File: config.mk
export PLATFORM = sky130hd
export DESIGN_NAME = seg7_scan_ctrl_flat
export DESIGN_NICKNAME = d
export VERILOG_FILES = /design/src/rtl/seg7_scan_ctrl_if.sv /design/src/rtl/seg7_scan_ctrl.sv /design/src/flat_wrapper.sv
export SDC_FILE = /design/constraint.sdc
export NUM_CORES = 1
export LEC_CHECK = 0
export CAP_MARGIN = 0
export CORE_MARGIN = 2
export CORE_UTILIZATION = 56
export DETAILED_ROUTE_END_ITERATION = 10
export DONT_BUFFER_PORTS = 1
export GPL_TIMING_DRIVEN = 0
export HOLD_SLACK_MARGIN = 0.08
export PLACE_DENSITY = 0.84
export SETUP_SLACK_MARGIN = 0.2
export SYNTH_ARGS = -nofsm -noshare
export SYNTH_HDL_FRONTEND = slang
export SYNTH_SLANG_ARGS = --single-unit
File: constraint.sdc
create_clock -name clk -period 2.1 [get_ports clk]
set_clock_uncertainty 0.1 [all_clocks]
set_input_delay 0.42 -clock clk [delete_from_list [all_inputs] [get_ports clk]]
set_output_delay 0.42 -clock clk [all_outputs]
set_load 0.01 [all_outputs]
File: src/rtl/seg7_scan_ctrl_if.sv
// Write port bundle for seg7_scan_ctrl: one digit nibble plus decimal point per strobe.
interface seg7_scan_ctrl_if #(
    parameter int NUM_DIGITS = 4,
    parameter int IDX_W      = $clog2(NUM_DIGITS)
);
    logic             wr_en;
    logic [IDX_W-1:0] wr_addr;
    logic [3:0]       wr_data;
    logic             wr_dp;

    modport master (output wr_en, wr_addr, wr_data, wr_dp);
    modport slave  (input  wr_en, wr_addr, wr_data, wr_dp);
endinterface

File: src/rtl/seg7_scan_ctrl.sv
// Time-multiplexed 7-segment scan controller. Each digit slot is REFRESH_DIV
// cycles: BLANK_CYCLES with all anodes off, then the rest with one anode on.
// The decoder nibble is reloaded only when a slot ends, so it never moves
// while an anode is driven.
module seg7_scan_ctrl #(
    parameter int NUM_DIGITS   = 4,
    parameter int REFRESH_DIV  = 1000,
    parameter int BLANK_CYCLES = 16,
    parameter int IDX_W        = $clog2(NUM_DIGITS)
) (
    input  logic                  clk,
    input  logic                  rst,
    seg7_scan_ctrl_if.slave       wr,
    input  logic [NUM_DIGITS-1:0] digit_en,
    output logic                  w,
    output logic                  x,
    output logic                  y,
    output logic                  z,
    output logic                  dp,
    output logic [NUM_DIGITS-1:0] an,
    output logic [IDX_W-1:0]      cur_idx,
    output logic                  frame_tick
);
    localparam int CNT_W = $clog2(REFRESH_DIV);
    localparam logic [CNT_W-1:0] BLANK_LAST = CNT_W'(BLANK_CYCLES - 1);
    localparam logic [CNT_W-1:0] SLOT_LAST  = CNT_W'(REFRESH_DIV - 1);
    localparam logic [IDX_W-1:0] IDX_LAST   = IDX_W'(NUM_DIGITS - 1);

    typedef enum logic {
        S_BLANK = 1'b0,
        S_DRIVE = 1'b1
    } state_t;

    state_t                state_q, state_d;
    logic [CNT_W-1:0]      cnt_q, cnt_d;
    logic [IDX_W-1:0]      idx_q, idx_d;
    logic [NUM_DIGITS-1:0] an_q, an_d;
    logic [4:0]            nib_q, nib_d;
    logic                  ft_q, ft_d;
    logic [4:0]            regs_q [NUM_DIGITS];

    // Digit register file: {nibble, dp} per digit; out-of-range addresses are dropped.
    always_ff @(posedge clk or posedge rst) begin
        if (rst) begin
            for (int i = 0; i < NUM_DIGITS; i++) begin
                regs_q[i] <= '0;
            end
        end else if (wr.wr_en && (int'(wr.wr_addr) < NUM_DIGITS)) begin
            regs_q[wr.wr_addr] <= {wr.wr_data, wr.wr_dp};
        end
    end

    // Scan state, slot counter, digit index and registered display outputs.
    always_ff @(posedge clk or posedge rst) begin
        if (rst) begin
            state_q <= S_BLANK;
            cnt_q   <= '0;
            idx_q   <= '0;
            an_q    <= '1;
            nib_q   <= '0;
            ft_q    <= 1'b0;
        end else begin
            state_q <= state_d;
            cnt_q   <= cnt_d;
            idx_q   <= idx_d;
            an_q    <= an_d;
            nib_q   <= nib_d;
            ft_q    <= ft_d;
        end
    end

    // Next state: open the anode after the blanking gap (enable sampled here
    // only), and at slot end close it, advance the digit and load its contents.
    always_comb begin
        state_d = state_q;
        cnt_d   = cnt_q + CNT_W'(1);
        idx_d   = idx_q;
        an_d    = an_q;
        nib_d   = nib_q;
        ft_d    = 1'b0;
        case (state_q)
            S_BLANK: begin
                if (cnt_q == BLANK_LAST) begin
                    state_d = S_DRIVE;
                    if (digit_en[idx_q]) begin
                        an_d = ~(NUM_DIGITS'(1) << idx_q);
                    end
                end
            end
            S_DRIVE: begin
                if (cnt_q == SLOT_LAST) begin
                    state_d = S_BLANK;
                    cnt_d   = '0;
                    an_d    = '1;
                    idx_d   = (idx_q == IDX_LAST) ? '0 : idx_q + IDX_W'(1);
                    nib_d   = regs_q[idx_d];
                    ft_d    = (idx_q == IDX_LAST);
                end
            end
            default: begin
                state_d = S_BLANK;
            end
        endcase
    end

    assign {w, x, y, z, dp} = nib_q;
    assign an               = an_q;
    assign cur_idx          = idx_q;
    assign frame_tick       = ft_q;
endmodule

File: src/flat_wrapper.sv
// flat-port wrapper written by rule: the top's interface ports become plain ports
module seg7_scan_ctrl_flat 
#(
    parameter int NUM_DIGITS   = 4,
    parameter int REFRESH_DIV  = 1000,
    parameter int BLANK_CYCLES = 16,
    parameter int IDX_W        = $clog2(NUM_DIGITS)
)
  (clk, rst, digit_en, w, x, y, z, dp, an, cur_idx, frame_tick, wr_wr_en, wr_wr_addr, wr_wr_data, wr_wr_dp);
  seg7_scan_ctrl_if #(.NUM_DIGITS(NUM_DIGITS), .IDX_W(IDX_W)) wr_i ();
  input  logic clk;
  input  logic rst;
  input  logic [NUM_DIGITS-1:0] digit_en;
  output logic w;
  output logic x;
  output logic y;
  output logic z;
  output logic dp;
  output logic [NUM_DIGITS-1:0] an;
  output logic [IDX_W-1:0] cur_idx;
  output logic frame_tick;
  input wire logic [$bits(wr_i.wr_en)-1:0] wr_wr_en;
  input wire logic [$bits(wr_i.wr_addr)-1:0] wr_wr_addr;
  input wire logic [$bits(wr_i.wr_data)-1:0] wr_wr_data;
  input wire logic [$bits(wr_i.wr_dp)-1:0] wr_wr_dp;
  assign wr_i.wr_en = wr_wr_en;
  assign wr_i.wr_addr = wr_wr_addr;
  assign wr_i.wr_data = wr_wr_data;
  assign wr_i.wr_dp = wr_wr_dp;
  seg7_scan_ctrl #(.NUM_DIGITS(NUM_DIGITS), .REFRESH_DIV(REFRESH_DIV), .BLANK_CYCLES(BLANK_CYCLES), .IDX_W(IDX_W)) u_core (.clk(clk), .rst(rst), .wr(wr_i), .digit_en(digit_en), .w(w), .x(x), .y(y), .z(z), .dp(dp), .an(an), .cur_idx(cur_idx), .frame_tick(frame_tick));
endmodule
; ---- Word level (Yosys, flattened, before mapping)
; Cells that the tools add are included.
; Widths: inputs -> output; s select.
[totals]
input_bits = 14
wordCells = 50
register_bits = 43
output_inout_bits = 12
[op_classes]
mux = 20
n_lt_le_gt_ge = 4
n_shift = 1
n_addsub = 2
n_eq_ne = 6
reduce_logical = 3
bitwise_logic = 4
[op_table]
columns = op, n
row1 = $bwmux 20, 1
row2 = $mux 10, 2
row3 = $mux 5, 3
row4 = $mux 4, 3
row5 = $add 10x1->10 const B, 1
row6 = $bmux 5 s2, 1
row7 = $demux 5 s2, 1
row8 = $eq 10x10->1 const B, 1
row9 = $eq 10x4->1 const B, 1
row10 = $pmux 4 s2, 1
row11 = $ge 3x3->1 const B, 2
row12 = $not 2->3, 2
row13 = $mux 1, 5
row14 = $ne 2x1->1 const B, 2
row15 = $not 4->4, 1
row16 = $shl 1x2->4 const A, 1
row17 = $lt 2x3->1 const B, 1
row18 = $lt 3x1->1 const B, 1
row19 = $reduce_and 3->1, 1
row20 = $add 2x1->2 const B, 1
row21 = $bmux 1 s2, 1
row22 = $eq 2x2->1 const B, 1
row23 = $mux 2, 1
row24 = $ne 2x2->1 const B, 1
row25 = 4 further kinds, 4

; ---- Logic depth before layout (Yosys ltp)
; Gate-level depths: netlist of the first run.
[depth]
ltp_word = 6
depth_mapped = 7

; ---- Least setup slack after synthesis of the first run
; No wires, ideal clock.
[synth_timing]
kind = register to register
start = register u_core.idx_q[0] (netlist: u_core.cur_idx[0])
end = register u_core.nib_q[0]
synth_period_minus_slack_ns = 2.135
slack_ns = -0.035
arrival_ns = 1.910
stages_incl_launch_ff = 5
cell_sequence = dfrtp_1 ha_1 nor2_1 mux4_2 mux2_4
[synth_via]
elab_chain_cells = 6
[synth_lines]
columns = item, line_no
row1 = from (decl), seg7_scan_ctrl.sv:36  ; logic [IDX_W-1:0] idx_q, idx_d;
row2 = from (signal assigned), seg7_scan_ctrl.sv:65  ; idx_q <= idx_d;
row3 = $add 2x1->2 or $eq 2x2->1 (tied branches), seg7_scan_ctrl.sv:95  ; idx_d = (idx_q == IDX_LAST) ? '0 : idx_q + IDX_W'(1);
row4 = $mux 2 (*), seg7_scan_ctrl.sv:95
row5 = $not 2->3 (not written as such) (*), seg7_scan_ctrl.sv:96  ; nib_d = regs_q[idx_d];
row6 = $bmux 5 s2 (*), seg7_scan_ctrl.sv:96
row7 = $mux 5 (not written as such) (*) (2 in a row), seg7_scan_ctrl.sv:96
row8 = to (signal assigned), seg7_scan_ctrl.sv:67  ; nib_q <= nib_d;
row9 = to (decl), seg7_scan_ctrl.sv:38  ; logic [4:0] nib_q, nib_d;
; Every way passes the cells marked *; elsewhere a longest branch is shown, timed or not. The select of a mux whose other input is x is not followed.
; A chain may end at the register's enable or synchronous reset.

; ---- Worst setup path in the final report of the first run
; Ends and elaborated chain as after synthesis.

==> results.cfg, run 1 <==
[status]
status = completed

[global_route]
grt_pass1_wl_um = 6220
grt_overflow = 0
grt_pass1_vias = 1310
antenna_found_initial = 0
grt_max_degree = 44
grt_usage = 0.203

[min_path]
holdPathStages = 1
whs_endpoint = u_core.regs_q[3]
hp-class = input port to register
worstHoldStart = wr_wr_data[2]

[yosys]
ys_types = 36
syn-num-nets = 168
syn-cell-area_mm2 = 0.00204
yosysWarnings = 0
synth_seq_cells = 43
yosysSeqAreaShare = 0.529
synth_cells = 149
postSynthAreaPerCell_um2 = 13.7

[finish]
drive_gt1_frac = 0.396
area_growth_pct = 12.1
antennaDiodeCount = 0
fin_area_mm2 = 0.00229
final_nets = 182

[placed_design]
routabilityCongestion = 0.754
dp_hpwl_um = 2690
pre_cts_ws_ns = -0.0439
io_buffer_count = 0
dpl_cell_area_mm2 = 0.00211

[drt]
drc = 0
drt_pre_antenna_iters = 4
route.final.wire_length_um = 3830
routedWlPerCell_um = 18.2
vias = 1297
ant_nets = 0
dr.first_iter.drc_count = 129
vias_per_cell = 6.18

[power_and_ir_drop]
ir_worst_vdd_uv = 637
p_int_w = 0.00127
switching_share = 0.217
p_seq_frac = 0.578
p_clk_frac = 0.337
power.net_switching_w = 0.000353
powerDensity_mw_per_mm2 = 711
power.leakage_nw = 0.940
combPwrFrac = 0.085

[sta]
relSlewSlack = 0.389
period_needed_ns = 2.00
setup_viol = 0
worst_pin_slew_ns = 0.914
tns_ns = 0
fmax_mhz = 501
slew_violations = 0
rsz0062_at_grt = true
hold_violations = 0
min_period_over_period = 0.951
setup_ws_ns = 0.103

[clocking]
clock_path_buffers = 2
root_buffer = clkbuf_4
htree_levels = 2
tritoncts = built
cts.clk_slew.worst_paths_ns = 0.13
clkLatencyLatePin_ns = 0.35
cts_sinks = 43
cts_buffers = 5

[setup_path]
rr_startpoint = u_core.cur_idx[0]
crit_required_ns = 2.24
crit_path_max_fanout = 7
r2r-end = u_core.nib_q[0]
worstPathArrival_ns = 2.14
regToRegSetupSlack_ns = 0.10
reg2reg_depth = 4
crit_path_end_kind = register
cp-start-kind = register
critPathKind = register to register

[floorplan]
ios = 26
die_area_mm2 = 0.00415
start_util = 0.598
core-area_mm2 = 0.00342
die_h_um = 64.4
fp-row-count = 21
die_x_um = 64.4

[job]
drv_cap = 0
==> metal layers <==
layer / wire length (um) / vias up / global-route usage
met5: 0 / - / 0
met4: 61 / 0 / 0.0718
met3: 241 / 7 / 0.0739
met2: 1980 / 37 / 0.339
met1: 1550 / 670 / 0.243
li1: - / 583 / -
==> synth_stat cells, drive strengths merged <==
cell | instances | share of area
nor4 | 1 | 0.0031
dfrtp | 39 | 0.48
nand2 | 3 | 0.0055
dfstp | 4 | 0.051
nor3 | 1 | 0.0024
clkbuf | 2 | 0.0043
or4 | 3 | 0.011
xor2 | 3 | 0.013
and3 | 3 | 0.0092
and2 | 1 | 0.0031
and4bb | 1 | 0.0080
nand3b | 2 | 0.0074
or3 | 2 | 0.0061
nand4 | 2 | 0.0061
inv | 4 | 0.0074
nor2 | 5 | 0.0092
mux2 | 27 | 0.15
nor3b | 1 | 0.0037
nand3 | 5 | 0.012
o21ai | 2 | 0.0049
ha | 5 | 0.031
a21oi | 5 | 0.012
a41oi | 4 | 0.017
mux2i | 4 | 0.020
o31ai | 3 | 0.011
a21o | 1 | 0.0037
and4 | 2 | 0.0098
buf | 4 | 0.019
mux4 | 6 | 0.066
nor2b | 4 | 0.012
==> metrics by stage <==
stage               cells  total power, W  hold slack [ns]  utilization
floorplan             149         0.00106            0.330            -
global placement      195         0.00108            0.344        0.617
detailed placement    195         0.00109            0.365        0.617
CTS                   205         0.00164            0.103        0.658
global route          210         0.00170           0.0818        0.670
finish                210         0.00163            0.112        0.670
==> timing repair <==
| action | 4_1_cts | 5_1_grt |
|---|---|---|
| hold endpoints to repair | 39 | 1 |
| buffers inserted | 1 | 4 |
| hold buffers | 1 | 1 |
| setup endpoints to repair | 5 | 5 |
| resized for setup | 7 | 3 |
| pin swaps | 2 | 2 |
==> critical path, stage by stage, from the launching register on <==
cell and delay, ns:
dfrtp_2 0.53, ha_4 0.21, nor2_4 0.23, mux4_2 0.55
mux2_4 0.27
==> cell families (layout without fill, tap and decap cells) <==
group           Yosys count  after routing  share of synthesized area
flops                    43             43                      0.529
mux                      37             37                      0.238
simple gates             36             36                      0.109
compound gates           15             15                     0.0490
buf+inv                  10             25                     0.0306
fa+ha+maj                 5              5                     0.0306
xor+xnor                  3              3                     0.0129
==> how the worst max path moves through the flow <==
stage / slack, ns / end / start / cells past startpoint
finish: 0.10 / u_core.nib_q[0] / u_core.cur_idx[0] / 4
global route: 0.06 / u_core.nib_q[0] / u_core.cur_idx[0] / 4
CTS: 0.09 / u_core.nib_q[0] / u_core.cur_idx[0] / 4
detailed placement: -0.04 / u_core.nib_q[4] / u_core.cur_idx[1] / 4
global placement: 0.006 / u_core.nib_q[4] / u_core.cur_idx[1] / 4
floorplan: 0.20 / u_core.nib_q[4] / u_core.cur_idx[0] / 4
==> power groups by stage <==
stage / Sequential (W) / Clock [W] / Combinational [W]
final: 0.000941 / 0.000549 / 0.000138
after floorplan: 0.000940 / 0 / 0.000118
after global routing: 0.000949 / 0.000597 / 0.000152
after CTS: 0.000941 / 0.000555 / 0.000139
after global placement: 0.000947 / 0 / 0.000130
after detailed placement: 0.000957 / 0 / 0.000137
==> cell type report <==
class / count / area [um2]
clock inverter: 2 / 35.0
multi-input combinational: 96 / 942
sequential: 43 / 1080
buffer: 6 / 47.5
clock buffer: 6 / 51.3
timing repair buffer: 7 / 57.6
fill: 250 / 1130
tap: 46 / 57.6
inverter: 4 / 15.0
==> flip-flops by register name, summed over array words and instances (netlist names) <==
| register | cells |
|---|---|
| u_core.regs_q | 20 |
| u_core.an | 4 |
| u_core.frame_tick | 1 |
| u_core.state_q | 1 |
| u_core.cnt_q | 10 |
| u_core.cur_idx | 2 |
| u_core.nib_q | 5 |
==> cells in the final DEF, fill, tap and decap left out, types with 4 or more instances in the layout <==
| cell type | instances |
|---|---|
| buf_4 | 6 |
| mux2_4 | 5 |
| mux2_2 | 22 |
| a41oi_1 | 4 |
| nor2b_1 | 4 |
| nor2_1 | 4 |
| a21oi_1 | 5 |
| dfstp_2 | 4 |
| clkbuf_4 | 5 |
| nand3_1 | 5 |
| mux4_2 | 6 |
| dfrtp_1 | 37 |
| mux2i_1 | 4 |
(Power assumes the default switching activity.)
==> run 2: changes to the inputs <==
--- a/config.mk
+++ b/config.mk
@@ -7,13 +7,14 @@
 export LEC_CHECK = 0
 export CAP_MARGIN = 0
 export CORE_MARGIN = 2
-export CORE_UTILIZATION = 56
+export CORE_UTILIZATION = 45
 export DETAILED_ROUTE_END_ITERATION = 10
 export DONT_BUFFER_PORTS = 1
 export GPL_TIMING_DRIVEN = 0
 export HOLD_SLACK_MARGIN = 0.08
-export PLACE_DENSITY = 0.84
+export PLACE_DENSITY = 0.72
 export SETUP_SLACK_MARGIN = 0.2
+export SLEW_MARGIN = 30
 export SYNTH_ARGS = -nofsm -noshare
 export SYNTH_HDL_FRONTEND = slang
 export SYNTH_SLANG_ARGS = --single-unit
==> run 2 against run 1 <==
  * Critical path depth is 1 higher
  * Design area is 1.9% higher
  * Via count is 2.1% lower
  * Count of clock-buffer cells in the layout stayed put
  * Routed wire length is 0.97% higher
  * Worst hold slack better by 0.061 ns
  * Worst setup slack better by 0.070 ns
  * First-iteration DRC count is 48% lower
  * Power is 3.9% higher
  * Global-route usage is 2.7 points lower
  * Core utilization is 13 points lower
  * Largest power group unchanged
==> results.cfg, run 2 (synthesis results as in run 1) <==
[job]
drv_cap = 0

[min_path]
hp-class = input port to register

[sta]
tns_ns = 0
setup_ws_ns = 0.173
relSlewSlack = 0.633
hold_violations = 0
setup_viol = 0
period_needed_ns = 1.93
rsz0062_at_grt = true
slew_violations = 0
fmax_mhz = 519
min_period_over_period = 0.918
worst_pin_slew_ns = 0.548
hold_ws_ns = 0.173

[setup_path]
regToRegSetupSlack_ns = 0.17
startpoint = u_core.cur_idx[0]
crit_path_end_kind = register
crit_required_ns = 2.18
timing.critical_path.to = u_core.nib_q[0]
critPathSlowestCell = dfrtp_2
crit_path_max_fanout = 7
cp-start-kind = register
r2r-end = u_core.nib_q[0]
rr_startpoint = u_core.cur_idx[0]
critPathMaxStageDelay_ns = 0.51
crit_chain = ha_4, nor2_4, buf_12, mux4_2, mux2_4
worstPathArrival_ns = 2.01
critPathKind = register to register
reg2reg_depth = 5

[floorplan]
ios = 26
die_area_mm2 = 0.00509
die_h_um = 71.4
die_x_um = 71.4
start_util = 0.469
core-area_mm2 = 0.00435
fp-row-count = 24

[finish]
area_growth_pct = 14.3
largest_registers = u_core.regs_q: 20 flops, u_core.cnt_q: 10 flops, u_core.nib_q: 5 flops
largest_reg_flops = 20
final_common_cell = dfrtp_1
largest-register = u_core.regs_q
nFillCells = 358
drive_gt1_frac = 0.385
antennaDiodeCount = 0
final_cell_mix = dfrtp_1 (37), mux2_2 (24), mux4_2 (6)
final_nets = 180

[placed_design]
pre_cts_ws_ns = -0.0615
routabilityCongestion = 0.838
io_buffer_count = 0
dp_hpwl_um = 2770

[clocking]
cts_sinks = 43
cts.clk_slew.worst_paths_ns = 0.08
root_buffer = clkbuf_8
cts_buffers = 5
tritoncts = built
clock_path_buffers = 2
clkLatencyLatePin_ns = 0.29
htree_levels = 2

[global_route]
grt_max_degree = 33
grt_pass1_wl_um = 6870
grt_usage = 0.176
antenna_found_initial = 0
grt_overflow = 0
grt_pass1_vias = 1414

[drt]
drt_pre_antenna_iters = 4
vias = 1270
drc = 0
routedWlPerCell_um = 18.1
route.final.wire_length_um = 3860
ant_nets = 0
vias_per_cell = 5.96
dr.first_iter.drc_count = 67

[status]
status = completed

[power_and_ir_drop]
ir_worst_vdd_uv = 432
powerDensity_mw_per_mm2 = 725
power.leakage_nw = 0.943
[run 2: cell types whose count changed in the layout (fill, tap and decap cells not counted), moves of 2 or more]
cell	previous run	this run
buf_12	0	2
clkbuf_4	5	1
inv_1	1	3
mux2_4	5	3
buf_4	6	3
mux2_2	22	24
inv_2	3	1
clkbuf_8	1	5
[run 2: what timing repair did]
item                                   in CTS  in global routing
hold buffers                                1                  0
setup endpoints to repair                   5                  7
resized for setup                           5                  4
pin swaps                                   3                  3
endpoints found under the hold margin      11                  0
buffers inserted                            2                  1
[run 2: how the worst min path moves through the flow]
stage                         start                 to  slack, ns  cells after the start
floorplan           u_core.cnt_q[0]    u_core.cnt_q[0]       0.33                      1
finish                wr_wr_data[2]   u_core.regs_q[8]       0.17                      1
global route          wr_wr_data[1]  u_core.regs_q[12]       0.17                      1
CTS                   wr_wr_data[2]   u_core.regs_q[8]       0.17                      1
global placement    u_core.cnt_q[0]    u_core.cnt_q[0]       0.34                      1
detailed placement              rst   u_core.regs_q[7]       0.16                      1
[run 2: critical path: cells and delay by family, from the launching register on]
| family | cells | cell delay (ns) |
|---|---|---|
| fa+ha+maj | 1 | 0.21 |
| simple gates | 1 | 0.10 |
| flops | 1 | 0.51 |
| mux | 2 | 0.77 |
| buf+inv | 1 | 0.13 |
[run 2: metrics by stage]
step                      power (W)   util  std cells  cell area (um2)
after floorplan             0.00106      -        149             2050
after global placement      0.00107  0.486        201             2120
after detailed placement    0.00110  0.491        202             2140
after CTS                   0.00171  0.529        212             2300
after global routing        0.00177  0.536        213             2330
final                       0.00169  0.536        213             2330
[run 2: per-layer routing]
layer  vias to the layer above  GRT usage  part of all wire
li1                        579          -                 -
met1                       646      0.204              0.41
met5                         -          0                 0
met3                         7     0.0450             0.054
met2                        38      0.309              0.52
met4                         0     0.0734             0.016
[run 2: final cells by class]
| cell class | count | area (um2) | area share |
|---|---|---|---|
| tap | 52 | 65.1 | 0.0279 |
| clock inverter | 1 | 30.0 | 0.0129 |
| multi-input combinational | 96 | 952 | 0.408 |
| buffer | 6 | 50.0 | 0.0214 |
| timing repair buffer | 5 | 65.1 | 0.0279 |
| clock buffer | 6 | 72.6 | 0.0311 |
| inverter | 4 | 15.0 | 0.00643 |
| sequential | 43 | 1080 | 0.464 |
[run 2: power by group]
group	internal [W]	switching, W
combinational	0.0000932	0.0000466
clock	0.000348	0.000262
sequential	0.000903	0.0000389
total	0.00134	0.000348
==> run 3: changes to the inputs <==
--- a/config.mk
+++ b/config.mk
@@ -13,6 +13,7 @@
 export GPL_TIMING_DRIVEN = 0
 export HOLD_SLACK_MARGIN = 0.08
 export PLACE_DENSITY = 0.72
+export RECOVER_POWER = 25
 export SETUP_SLACK_MARGIN = 0.2
 export SLEW_MARGIN = 30
 export SYNTH_ARGS = -nofsm -noshare
==> run 3 against run 2 <==
  * Core utilization stayed put
  * Sequential power hardly changed
  * Sequential cell count stayed put
  * Cell count stayed put
  * Power hardly changed
  * Largest cell class unchanged
  * Global-route usage stayed put
  * Routed wire length stayed put
==> results.cfg, run 3 (synthesis results as in run 1) <==
[floorplan]
die_h_um = 71.4
core-area_mm2 = 0.00435
die_x_um = 71.4
ios = 26
fp-row-count = 24
die_area_mm2 = 0.00509
start_util = 0.469

[power_and_ir_drop]
p_int_w = 0.00134
p_clk_frac = 0.361
switching_share = 0.205
power.leakage_nw = 0.944
combPwrFrac = 0.082
power.net_switching_w = 0.000347
p_seq_frac = 0.557
powerDensity_mw_per_mm2 = 725
ir_worst_vdd_uv = 432

[setup_path]
r2r-end = u_core.nib_q[0]
critPathSlowestCell = dfrtp_2
critPathMaxStageDelay_ns = 0.51
crit_required_ns = 2.18
crit_path_max_fanout = 7
regToRegSetupSlack_ns = 0.17
crit_chain = ha_4, nor2_4, buf_12, mux4_2, mux2_4
cp-start-kind = register
crit_path_end_kind = register
critPathKind = register to register
rr_startpoint = u_core.cur_idx[0]
worstPathArrival_ns = 2.01
reg2reg_depth = 5

[sta]
fmax_mhz = 519
tns_ns = 0
setup_viol = 0
hold_violations = 0
slew_violations = 0
hold_ws_ns = 0.173
worst_pin_slew_ns = 0.548
relSlewSlack = 0.633
setup_ws_ns = 0.173
min_period_over_period = 0.918
period_needed_ns = 1.93
rsz0062_at_grt = true

[placed_design]
placedCellCount = 202
pre_cts_ws_ns = -0.0615
dpl_cell_area_mm2 = 0.00214
dp_hpwl_um = 2770
routabilityCongestion = 0.838
io_buffer_count = 0

[drt]
ant_nets = 0
dr.first_iter.drc_count = 67
drt_pre_antenna_iters = 4
routedWlPerCell_um = 18.1
route.final.wire_length_um = 3860
vias_per_cell = 5.96
drc = 0
vias = 1270

[global_route]
grt_usage = 0.176
grt_overflow = 0
grt_pass1_wl_um = 6870
grt_pass1_vias = 1414
antenna_found_initial = 0
grt_max_degree = 33

[finish]
largest-register = u_core.regs_q
final_nets = 180
largest_registers = u_core.regs_q: 20 flops, u_core.cnt_q: 10 flops, u_core.nib_q: 5 flops
largest_reg_flops = 20
fin_area_mm2 = 0.00233
drive_gt1_frac = 0.379
antennaDiodeCount = 0
area_growth_pct = 14.3
final_cell_mix = dfrtp_1 (37), mux2_2 (24), mux4_2 (6)
nFillCells = 358
final_cells = 213
final_common_cell = dfrtp_1

[clocking]
root_buffer = clkbuf_8
cts_sinks = 43
cts.clk_slew.worst_paths_ns = 0.08
clkLatencyLatePin_ns = 0.29
htree_levels = 2
tritoncts = built
clock_path_buffers = 2
cts_buffers = 5

[min_path]
worstHoldStart = wr_wr_data[2]
whs_endpoint = u_core.regs_q[8]
hp-class = input port to register
holdPathStages = 1

[job]
drv_cap = 0

[status]
status = completed
==> run 3: cell count changes in the layout (fill, tap and decap cells not counted) <==
cell	delta
inv_1	+1
inv_2	-1
==> run 3: timing repair <==
item,CTS,global route
hold buffers,1,0
gates cloned,0,0
setup buffers,2,1
hold endpoints to repair,11,0
endpoints found under the setup margin,5,7
pin swaps,3,3
gates resized for setup,5,4
==> run 3: power groups by stage <==
| stage | Sequential, W | Combinational, W | Clock, W |
|---|---|---|---|
| 4_1_cts | 0.000943 | 0.000143 | 0.000620 |
| 6_report | 0.000941 | 0.000140 | 0.000611 |
| 3_5_place_dp | 0.000959 | 0.000142 | 0 |
| 5_1_grt | 0.000952 | 0.000155 | 0.000660 |
| 3_3_place_gp | 0.000946 | 0.000128 | 0 |
| 2_1_floorplan | 0.000940 | 0.000118 | 0 |
==> run 3: area by class of cell <==
cell class                 count  area [um2]  area share
clock inverter                 1        30.0      0.0129
timing repair buffer           5        65.1      0.0279
clock buffer                   6        72.6      0.0311
tap                           52        65.1      0.0279
sequential                    43        1080       0.464
inverter                       4        15.0     0.00643
buffer                         6        50.0      0.0214
multi-input combinational     96         952       0.408
==> run 3: worst max-delay path: cells and delay by family, from the launching register on <==
| family | cells | cell delay (ns) |
|---|---|---|
| multiplexers | 2 | 0.77 |
| flip-flops | 1 | 0.51 |
| adder cells (fa/ha/maj) | 1 | 0.21 |
| buffers and inverters | 1 | 0.13 |
| AND/OR/NAND/NOR | 1 | 0.10 |
==> run 3: per-stage QoR <==
stage	utilization	power (W)
2_1_floorplan	-	0.00106
3_3_place_gp	0.486	0.00107
3_5_place_dp	0.491	0.00110
4_1_cts	0.529	0.00171
5_1_grt	0.536	0.00177
6_report	0.536	0.00169
==> run 3: worst max path at each step <==
stage                      start               to  slack [ns]  cells after the start
2_1_floorplan  u_core.cur_idx[0]  u_core.nib_q[4]        0.20                      4
3_3_place_gp   u_core.cur_idx[1]  u_core.nib_q[4]       -0.03                      4
3_5_place_dp   u_core.cur_idx[1]  u_core.nib_q[4]       -0.06                      4
4_1_cts        u_core.cur_idx[0]  u_core.nib_q[0]        0.14                      5
5_1_grt        u_core.cur_idx[0]  u_core.nib_q[0]        0.10                      5
6_report       u_core.cur_idx[0]  u_core.nib_q[0]        0.17                      5
==> run 3: layer usage <==
| metal | GRT usage | up-vias | part of all wire |
|---|---|---|---|
| li1 | - | 579 | - |
| met1 | 0.204 | 646 | 0.41 |
| met2 | 0.309 | 38 | 0.52 |
| met3 | 0.0450 | 7 | 0.054 |
| met4 | 0.0734 | 0 | 0.016 |
| met5 | 0 | - | 0 |
